<file path="src/rtl/rv32_pkg.sv">
// Shared rv32 core definitions used by the memory-stage data bus bridge.
package rv32_pkg;

  localparam int WB_ADR_W = 30;

  typedef enum logic [1:0] {
    ST_IDLE = 2'd0,
    ST_BUS  = 2'd1,
    ST_DONE = 2'd2
  } dbus_state_e;

endpackage

</file>
<file path="src/rtl/rv32_dbus_wb.sv">
// Memory-stage data port to Wishbone B4 classic master bridge.
// Holds the pipeline in stall while a single bus access is outstanding.
module rv32_dbus_wb
  import rv32_pkg::*;
#(
  parameter int TIMEOUT_CYCLES = 255
) (
  input  logic                clk,
  input  logic                reset,
  input  logic                read_in,
  input  logic                write_in,
  input  logic [31:0]         address_in,
  input  logic [31:0]         write_value_in,
  input  logic [3:0]          write_mask_in,
  input  logic                stall_in,
  input  logic                flush_in,
  output logic [31:0]         read_value_out,
  output logic                fault_out,
  output logic                stall_out,
  output logic                wb_cyc_out,
  output logic                wb_stb_out,
  output logic                wb_we_out,
  output logic [WB_ADR_W-1:0] wb_adr_out,
  output logic [31:0]         wb_dat_out,
  output logic [3:0]          wb_sel_out,
  input  logic [31:0]         wb_dat_in,
  input  logic                wb_ack_in,
  input  logic                wb_err_in
);

  localparam logic [7:0] TMO_LAST = 8'(TIMEOUT_CYCLES - 1);

  dbus_state_e         state_q, state_d;
  logic                cyc_q, cyc_d;
  logic                we_q, we_d;
  logic [WB_ADR_W-1:0] adr_q, adr_d;
  logic [31:0]         dat_q, dat_d;
  logic [3:0]          sel_q, sel_d;
  logic [31:0]         rdata_q, rdata_d;
  logic                fault_q, fault_d;
  logic [7:0]          tmo_q, tmo_d;
  logic                discard_q, discard_d;

  logic request;
  logic tmo_hit;
  logic err_hit;
  logic ack_hit;
  logic discard_now;
  logic unused_addr_bits;

  // Byte offset is carried by the select lines, not the word address.
  assign unused_addr_bits = ^address_in[1:0];

  assign request     = (read_in | write_in) & ~flush_in;
  assign tmo_hit     = (tmo_q == TMO_LAST);
  assign err_hit     = wb_err_in | (tmo_hit & ~wb_ack_in);
  assign ack_hit     = wb_ack_in & ~wb_err_in;
  assign discard_now = discard_q | flush_in;

  // NOTE: every signal written here gets a default first so no latch is inferred.
  always_comb begin
    state_d   = state_q;
    cyc_d     = cyc_q;
    we_d      = we_q;
    adr_d     = adr_q;
    dat_d     = dat_q;
    sel_d     = sel_q;
    rdata_d   = rdata_q;
    fault_d   = fault_q;
    tmo_d     = tmo_q;
    discard_d = discard_q;
    stall_out = 1'b0;

    unique case (state_q)
      ST_IDLE: begin
        stall_out = request;
        if (request) begin
          state_d   = ST_BUS;
          cyc_d     = 1'b1;
          adr_d     = address_in[31:2];
          we_d      = write_in;
          sel_d     = write_in ? write_mask_in : 4'b1111;
          dat_d     = write_value_in;
          tmo_d     = 8'd0;
          discard_d = 1'b0;
          fault_d   = 1'b0;
        end
      end

      ST_BUS: begin
        stall_out = 1'b1;
        tmo_d     = tmo_q + 8'd1;
        if (err_hit | ack_hit) begin
          cyc_d     = 1'b0;
          tmo_d     = 8'd0;
          discard_d = 1'b0;
          if (ack_hit && !we_q) rdata_d = wb_dat_in;
          // A flushed access still completes on the bus, but nobody waits for it.
          if (discard_now) begin
            state_d = ST_IDLE;
            fault_d = 1'b0;
          end else begin
            state_d = ST_DONE;
            fault_d = err_hit;
          end
        end else begin
          discard_d = discard_now;
        end
      end

      ST_DONE: begin
        if (!stall_in || flush_in) begin
          state_d = ST_IDLE;
          fault_d = 1'b0;
        end
      end

      default: state_d = ST_IDLE;
    endcase
  end

  // NOTE: sequential state uses non-blocking assignments so all flops update together.
  always_ff @(posedge clk) begin
    if (reset) begin
      state_q   <= ST_IDLE;
      cyc_q     <= 1'b0;
      we_q      <= 1'b0;
      adr_q     <= '0;
      dat_q     <= '0;
      sel_q     <= '0;
      rdata_q   <= '0;
      fault_q   <= 1'b0;
      tmo_q     <= '0;
      discard_q <= 1'b0;
    end else begin
      state_q   <= state_d;
      cyc_q     <= cyc_d;
      we_q      <= we_d;
      adr_q     <= adr_d;
      dat_q     <= dat_d;
      sel_q     <= sel_d;
      rdata_q   <= rdata_d;
      fault_q   <= fault_d;
      tmo_q     <= tmo_d;
      discard_q <= discard_d;
    end
  end

  assign wb_cyc_out     = cyc_q;
  assign wb_stb_out     = cyc_q;
  assign wb_we_out      = we_q;
  assign wb_adr_out     = adr_q;
  assign wb_dat_out     = dat_q;
  assign wb_sel_out     = sel_q;
  assign read_value_out = rdata_q;
  assign fault_out      = fault_q;

endmodule
</file>
<file path="config.mk">
export PLATFORM = sky130hd
export DESIGN_NAME = rv32_dbus_wb
export DESIGN_NICKNAME = d
export VERILOG_FILES = /design/src/rtl/rv32_pkg.sv /design/src/rtl/rv32_dbus_wb.sv
export SDC_FILE = /design/constraint.sdc
export NUM_CORES = 1
export LEC_CHECK = 0
export CAP_MARGIN = 10
export CORE_AREA = 2 2 125 127
export CTS_CLUSTER_SIZE = 25
export DETAILED_ROUTE_END_ITERATION = 8
export DIE_AREA = 0 0 127 129
export GPL_ROUTABILITY_DRIVEN = 0
export GPL_TIMING_DRIVEN = 1
export SLEW_MARGIN = 40
export SYNTH_ARGS = -nofsm -noshare
export SYNTH_HDL_FRONTEND = slang
export SYNTH_SLANG_ARGS = --single-unit
</file>
<file path="constraint.sdc">
create_clock -name clk -period 1.7 [get_ports clk]
set_input_delay 0.425 -clock clk [delete_from_list [all_inputs] [get_ports clk]]
set_output_delay 0.425 -clock clk [all_outputs]
set_load 0.02 [all_outputs]
</file>
=== After elaboration in Yosys (flattened, before gate mapping) ===
Cells that the tools add are included.

* Flip-flop bits (word level): 112
* Input port bits: 108
* Output and inout bits: 103
* Word-level logic and storage cells: 60

* Add/subtract/negate cells: 1
* Equality and inequality tests: 6
* Mux-type cells: 20
* Bitwise logic cells: 10
* Reduce and logical (&&, ||, !) cells: 13

{| class="wikitable"
|+ Operators with widths
! cell !! number
|-
| 2-to-1 mux 8 bit || 2
|-
| one-hot mux 8 bit (2 select lines) || 1
|-
| AND reduction 3 bit || 3
|-
| adder 8 x 1 -> 8 bit (second input constant) || 1
|-
| == test 8 bit (second input constant) || 1
|-
| 2-to-1 mux 2 bit || 4
|-
| 2-to-1 mux 1 bit || 7
|-
| inequality test 2 bit (second input constant) || 3
|-
| one-hot mux 1 bit (2 select lines) || 3
|-
| one-hot mux 2 bit (3 select lines) || 1
|-
| 2-to-1 mux 4 bit || 1
|-
| OR 1 bit || 4
|-
| AND reduction 2 bit || 2
|-
| AND reduction 4 bit || 1
|-
| AND 1 bit || 3
|-
| inverter 1 bit || 3
|-
| one-hot mux 1 bit (3 select lines) || 1
|-
| nonzero test 3 bit || 1
|-
| == test 2 x 1 -> 1 bit (second input constant) || 1
|-
| == test 2 bit (second input constant) || 1
|-
| logical NOT 1 bit || 2
|-
| logical NOT 2 bit || 1
|-
| nonzero test 2 bit || 1
|-
| logical AND 1 bit || 1
|-
| logical OR 1 bit || 1
|}

=== Logic depth before layout (Yosys ltp) ===
Gate-level depths: netlist (run 1).

* Depth in word-level cells: 6
* Depth in mapped cells: 7
* Depth with buffers taken out: 6

=== Least setup slack after synthesis (run 1) ===
Ideal clock, no wire load.

* Kind: register -> register
* Start point: register state_q[1]
* End point: register rdata_q[10] (netlist: read_value_out[10])
* Library setup time: 0.132 ns
* Data arrival time: 1.361 ns
* Required time: 1.568 ns
* Path slack: 0.207 ns
* Stages on the path, launching flop included: 8
* Buffers on the path: 3
* Clock period less this slack: 1.493 ns
* Path through: dfxtp_1 > buf_6 > nand2b_1 > or4_1 > buf_2 > buf_6 > nand2_1 > a21oi_1

* Word-level cells in the longest chain between the ends: 2

{| class="wikitable"
|+ Ends and longest elaborated chain
! what !! RTL line !! RTL
|-
| start, declared || rv32_dbus_wb.sv:33 || <nowiki>dbus_state_e state_q, state_d;</nowiki>
|-
| start signal, assigned || rv32_dbus_wb.sv:136 || <nowiki>state_q <= state_d;</nowiki>
|-
| == test 2 x 1 -> 1 bit || rv32_dbus_wb.sv:74 || <nowiki>unique case (state_q)</nowiki>
|-
| AND reduction 3 bit (no source line) || - ||
|-
| end signal, assigned || rv32_dbus_wb.sv:142 || <nowiki>rdata_q <= rdata_d;</nowiki>
|-
| end, declared || rv32_dbus_wb.sv:39 || <nowiki>logic [31:0] rdata_q, rdata_d;</nowiki>
|}

Every way passes these cells.
A chain may end at the register's enable or synchronous reset.

=== Worst setup path in the final report (run 1) ===
* Start point: input write_in
* End point: output stall_out

* Word-level cells in the longest chain between the ends: 3

{| class="wikitable"
|+ Ends and longest elaborated chain
! what !! RTL line !! RTL
|-
| start, declared || rv32_dbus_wb.sv:11 || <nowiki>input logic write_in,</nowiki>
|-
| OR 1 bit || rv32_dbus_wb.sv:54 || <nowiki>assign request = (read_in | write_in) & ~flush_in;</nowiki>
|-
| AND 1 bit || rv32_dbus_wb.sv:54 ||
|-
| one-hot mux 1 bit (2 select lines) || rv32_dbus_wb.sv:74 ||
|-
| end, declared || rv32_dbus_wb.sv:19 || <nowiki>output logic stall_out,</nowiki>
|}

Every way passes these cells.

==> results.toml, run 1 <==
[status]
outcome = "finished clean"

[cts]
htreeDepth = 3
cts_made_buffers = 9
cts_sinks = 112
root_buffer = "clkbuf_16"
clk_latency_ns = 0.35
holdBufCountCts = 0
post-cts-setup-buffer-count = 0
cts_buffer_depth = 2
tritoncts = "built"
clkTransAtPathRegs_ns = 0.07

[power_and_ir_drop]
leakage_nw = 2.96
vdd_drop_max_mv = 0.519
p_sw_mw = 1.56
sw_frac_of_total_pct = 25.6
seqPwrFrac_pct = 45.8
clock_power_share_pct = 37.9
p_comb_share_pct = 16.3
power.internal_mw = 4.54
p_per_area_nw_per_um2 = 894

[synthesis]
synth_edf_count = 0
synth_top_flop_cell = "dfxtp_1"
synthCells = 521
ys_seq_elements = 112
ys_warn_count = 0
synth_compound_area_share_pct = 16.3
synth-simple-area-share_pct = 22.9
synth.avg_cell_area_um2 = 7.96
muxShareOfSynthArea_pct = 0.241
yosysSeqAreaShare_pct = 54.1
syn-cell-area_um2 = 4150
yosys.area_share.adder_pct = 0.604
synthTopCellsByArea = "dfxtp_1 54%, nand2_1 18%, a21oi_1 12%, clkbuf_1 1.7%, buf_2 1.6%"
synth_top_area_share_pct = 54.1
synth_top_family_by_area = "simple AND/OR/NAND/NOR gates"
synth_common_cells = "197 x nand2_1, 112 x dfxtp_1, 103 x a21oi_1"
yosysTopAreaCell = "dfxtp_1"
synth_cell_type_count = 38
yosysMostFrequentCell = "nand2_1"
syn_nets = 631
async_flop_share_pct = 0
synth-xor-area-share_pct = 0

[sta]
slew_violations = 0
finalCriticalPeriod_ns = 1.64
finClkSkew_ns = 0.00690
tightest_slew_ns = 0.261
finalSetupViolCount = 0
setup_slack_ns = 0.0590
rsz0062_at_grt = "no"
hold_ws_ns = 0.408
clock.fmax_mhz = 609
final.period_utilization_pct = 96.5
relSlewSlack_pct = 82.5
final-hold-violation-count = 0

[setup_path]
critical_path.cell_chain = "dlygate4sd2_1 > o21bai_4 > a21o_1 > clkinv_2 > buf_6"
crit_path_start_kind = "primary input"
reg2reg_slack_ns = 0.12
worstRegToRegCells = 6
critPathArrivalTime_ns = 1.22
path_class = "primary input to output pin"
cp.required_ns = 1.27
r2r-end = "tmo_q[2]"
crit_slowest_cell = "dlygate4sd2_1"
crit_fanout = 2
slowest_delay_ns = 0.27
endpoint_kind = "output pin"
reg2reg_from = "state_q[1]"

[worst_hold_path]
whs_endpoint = "state_q[0]"
min_delay_path_depth = 2
min-delay-start = "reset"
hold_path.class = "primary input to register"

[cells_and_area]
areaGrowthSynthToFinish_pct = 64.8
fillers = 1514
final_net_count = 841
n_antenna_cell = 0
drive_gt1_share_pct = 7.61

[detailed_routing]
num_vias = 4169
drtPass1Iterations = 4
viasPerCell = 4.51
ant_nets = 0
first_iter_violations = 154
drcViolationCount = 0
wire_per_inst_um = 13.3
routed_wl_um = 12300

[placed_design]
hpwl_um = 9220
port_buffers = 208
preCtsSetupSlack_ns = -0.676

[global_route]
grt_remaining_overflow = 0
first_global_vias = 4004
antenna_found_initial = 0
grt_usage_pct = 15.0
grt_first_pass_wirelength_um = 19800
grt_max_degree = 48

[floorplan]
start_util_pct = 27.7
die_h_um = 129
rows = 45
io_pins = 211
coreArea_um2 = 15000
die_x_um = 127
die-area_um2 = 16400

[flow_run]
cap_violations = 0
==> registers in the layout, summed over array words and instances, names as in the netlist <==
| signal | flops |
|---|---|
| wb_dat_out | 32 |
| tmo_q | 8 |
| wb_we_out | 1 |
| read_value_out | 32 |
| wb_adr_out | 30 |
| discard_q | 1 |
| fault_out | 1 |
| state_q | 2 |
| wb_sel_out | 4 |
| wb_cyc_out | 1 |
==> layout make-up <==
class	instances	area, µm²	area share (%)
clock inverter	7	105	1.54
clock buffer	9	225	3.30
multi-input combinational	358	1700	24.8
sequential	112	2240	32.8
inverter	13	50.0	0.733
timing repair buffer	237	2280	33.4
tap	188	235	3.44
==> through the flow <==
stage	utilization, %	total power [mW]	TNS, ns	cells	instance area, µm²
3_5_place_dp	43.9	3.94	-46.98	908	6580
2_1_floorplan	-	3.30	0	521	4150
3_3_place_gp	43.9	3.92	-43.78	908	6580
4_1_cts	45.5	6.21	0	924	6810
5_1_grt	45.6	6.39	0	924	6830
6_report	45.6	6.11	0	924	6830
==> power by group through the flow <==
stage | clock network, mW | registers, mW | logic (mW)
CTS | 2.40 | 2.80 | 1.01
floorplan | 0 | 3.00 | 0.299
detailed placement | 0 | 2.87 | 1.07
global placement | 0 | 2.86 | 1.06
global route | 2.49 | 2.81 | 1.08
finish | 2.32 | 2.80 | 0.993
==> worst max-delay path: cells and delay by family <==
family | cells | cell delay [ns]
buffers and inverters | 3 | 0.48
AO/OA/AOI/OAI | 2 | 0.30
==> cells by family after synthesis <==
| group | Yosys count |
|---|---|
| buf+inv | 51 |
| mux | 1 |
| fa+ha+maj | 2 |
| simple gates | 230 |
| flops | 112 |
| compound gates | 125 |
==> timing repair <==
item,in CTS,in global routing
setup endpoints to repair,167,35
resized for setup,118,5
pin swaps,1,1
==> worst max path at each step <==
| stage | from | endpoint | slack (ns) | cells past startpoint |
|---|---|---|---|---|
| after global placement | flush_in | stall_out | -0.65 | 5 |
| after global routing | wb_we_out | wb_we_out | 0.003 | 1 |
| final | write_in | stall_out | 0.06 | 5 |
| after CTS | wb_ack_in | tmo_q[2] | 0.001 | 6 |
| after floorplan | state_q[1] | read_value_out[10] | 0.21 | 7 |
| after detailed placement | flush_in | stall_out | -0.68 | 5 |
==> metal layers <==
layer | track usage, % | wire length, µm
met1 | 17.4 | 5110
met2 | 26.4 | 6170
met3 | 5.07 | 886
met4 | 4.52 | 153
met5 | 0 | 0
==> placed cells by master, fill, tap and decap left out, drive strengths merged, types with 5 or more instances in the layout <==
cell type      count
a311oi             5
o21ai              5
buf               31
clkbuf             9
a21oi            103
dlygate4sd2      104
inv               13
nand2            197
nor2              14
dfxtp            112
clkdlybuf4s50    100
No activity file was read; power rests on OpenSTA's default activity.
==> run 2, diff against run 1 <==
CORE_AREA = 2 2 105 107   (was 2 2 125 127)
DIE_AREA = 0 0 107 109   (was 0 0 127 129)
PLACE_DENSITY = 0.8   (was unset)
==> run 2 against run 1 <==
  * First-iteration DRC count rose by 59%
  * Count of clock-buffer cells in the layout up 1
  * Final cell count fell by 5.2%
  * Routed wire length stayed put
  * Final area is 3.0% lower
  * Flip-flop and latch count unchanged
  * Critical path depth is the same
  * Critical path type unchanged
  * Critical endpoint unchanged
==> results.toml, run 2 (synthesis results as in run 1) <==
[status]
outcome = "finished clean"

[power_and_ir_drop]
p_sw_mw = 1.49
sw_frac_of_total_pct = 28.1
leakage_nw = 2.91
clock_power_share_pct = 28.0
p_comb_share_pct = 19.1
p_per_area_nw_per_um2 = 798
seqPwrFrac_pct = 52.9
vdd_drop_max_mv = 0.534
power.internal_mw = 3.80
power.total_mw = 5.29

[cells_and_area]
layout_commonest_cell = "nand2_1"
fillers = 945
n_antenna_cell = 0
final_net_count = 841
drive_gt1_share_pct = 7.47
stdcell_count = 876
final_cell_mix = "197 x nand2_1, 112 x dfxtp_1, 103 x a21oi_1, 103 x dlygate4sd2_1, 100 x clkdlybuf4s50_1"
areaGrowthSynthToFinish_pct = 59.8

[floorplan]
coreArea_um2 = 10600
die_h_um = 109
rows = 38
start_util_pct = 39.1
io_pins = 211
die-area_um2 = 11700
die_x_um = 107

[detailed_routing]
met1_length_um = 4720
first_iter_violations = 245
drtPass1Iterations = 4
routed_wl_um = 12300
ant_nets = 0
num_vias = 4278
wire_per_inst_um = 14.1
routed.top_layer = "met4"
drcViolationCount = 0
viasPerCell = 4.88
wl_met2_um = 6400
dr_wl_met3_um = 788

[cts]
tritoncts = "built"
cts_made_buffers = 9
htreeDepth = 3
root_buffer = "clkbuf_8"
cts_buffer_depth = 2
clkTransAtPathRegs_ns = 0.10
holdBufCountCts = 0
clk_latency_ns = 0.36
cts_sinks = 112

[sta]
final.period_utilization_pct = 99.9
finClkSkew_ns = 0.00970
slew_violations = 0
finalSetupViolCount = 0
final-hold-violation-count = 0
rsz0062_at_grt = "yes"
tightest_slew_ns = 0.475
clock.fmax_mhz = 589
relSlewSlack_pct = 68.4
finalCriticalPeriod_ns = 1.70

[placed_design]
port_buffers = 208
hpwl_um = 8910
dp.cells = 858

[setup_path]
cp-endpoint = "stall_out"
slowest_delay_ns = 0.33
cp.required_ns = 1.27
crit_path_start_kind = "primary input"
crit_fanout = 6
path_class = "primary input to output pin"
endpoint_kind = "output pin"
worstRegToRegCells = 6
crit_slowest_cell = "dlygate4sd2_1"
critical_path.cell_chain = "dlygate4sd2_1 > o21bai_2 > a21o_1 > inv_2 > buf_4"
startpoint = "write_in"
critPathArrivalTime_ns = 1.27
reg2reg_slack_ns = 0.10
r2r-end = "read_value_out[11]"
reg2reg_from = "state_q[1]"

[global_route]
antenna_found_initial = 0
grt_first_pass_wirelength_um = 19400
grt_max_degree = 40
grt_usage_pct = 20.9
grt_remaining_overflow = 0
first_global_vias = 4195

[flow_run]
cap_violations = 0

[worst_hold_path]
hold_path.class = "primary input to register"
## run 2: cell count changes in the layout (fill, tap and decap cells not counted), sizes merged
cell and delta:
bufinv -2, clkbuf +1, clkdlybuf4s15 -1, clkinv -3, dlygate4sd2 -1, dlymetal6s2s +2
inv +4
## run 2: power groups by stage
| stage | logic [mW] | registers (mW) | clock network, mW |
|---|---|---|---|
| 5_1_grt | 1.09 | 2.81 | 1.62 |
| 4_1_cts | 1.01 | 2.80 | 1.53 |
| 3_3_place_gp | 1.05 | 2.86 | 0 |
| 6_report | 1.01 | 2.80 | 1.48 |
| 3_5_place_dp | 1.07 | 2.87 | 0 |
| 2_1_floorplan | 0.299 | 3.00 | 0 |
## run 2: worst min path at each step
stage,from,endpoint,slack (ns),cells past startpoint
6_report,flush_in,state_q[1],0.40,3
5_1_grt,flush_in,state_q[1],0.40,3
4_1_cts,read_value_out[15],read_value_out[15],0.46,2
3_5_place_dp,read_value_out[15],read_value_out[15],0.45,2
3_3_place_gp,read_value_out[17],read_value_out[17],0.44,2
2_1_floorplan,tmo_q[7],tmo_q[7],0.46,2
## run 2: routing by layer
metal	vias to the layer above	global-route usage [%]
li1	2117	-
met1	1955	23.0
met2	172	38.0
met3	34	4.84
met4	0	10.1
met5	-	0
## run 2: area by class of cell
class / instances / area, µm² / share of cell area (%)
Multi-Input combinational cell: 358 / 1690 / 25.5
Clock buffer: 10 / 128 / 1.93
Tap cell: 140 / 175 / 2.64
Timing Repair Buffer: 237 / 2290 / 34.6
Sequential cell: 112 / 2240 / 33.8
Inverter: 13 / 48.8 / 0.737
Clock inverter: 6 / 50.0 / 0.756
## run 2: worst max-delay path: cells and delay by family
family          cells  cell delay [ns]
compound gates      2             0.33
buf+inv             3             0.52
## run 2: timing repair
item	4_1_cts	5_1_grt
setup endpoints to repair	167	66
setup buffers	0	1
gates resized for setup	109	8
pin swaps	0	2
cloned	1	0
## run 2: stage by stage
step / hold WS (ns) / setup TNS (ns) / cell area [µm²] / utilization, % / setup slack, ns
finish: 0.396 / 0 / 6620 / 62.5 / 0.000934
global route: 0.402 / -0.0303 / 6620 / 62.5 / -0.0303
CTS: 0.459 / -0.160 / 6590 / 62.2 / -0.160
detailed placement: 0.445 / -55.55 / 6520 / 61.5 / -0.766
global placement: 0.441 / -54.02 / 6520 / 61.5 / -0.773
floorplan: 0.459 / 0 / 4150 / - / 0.207
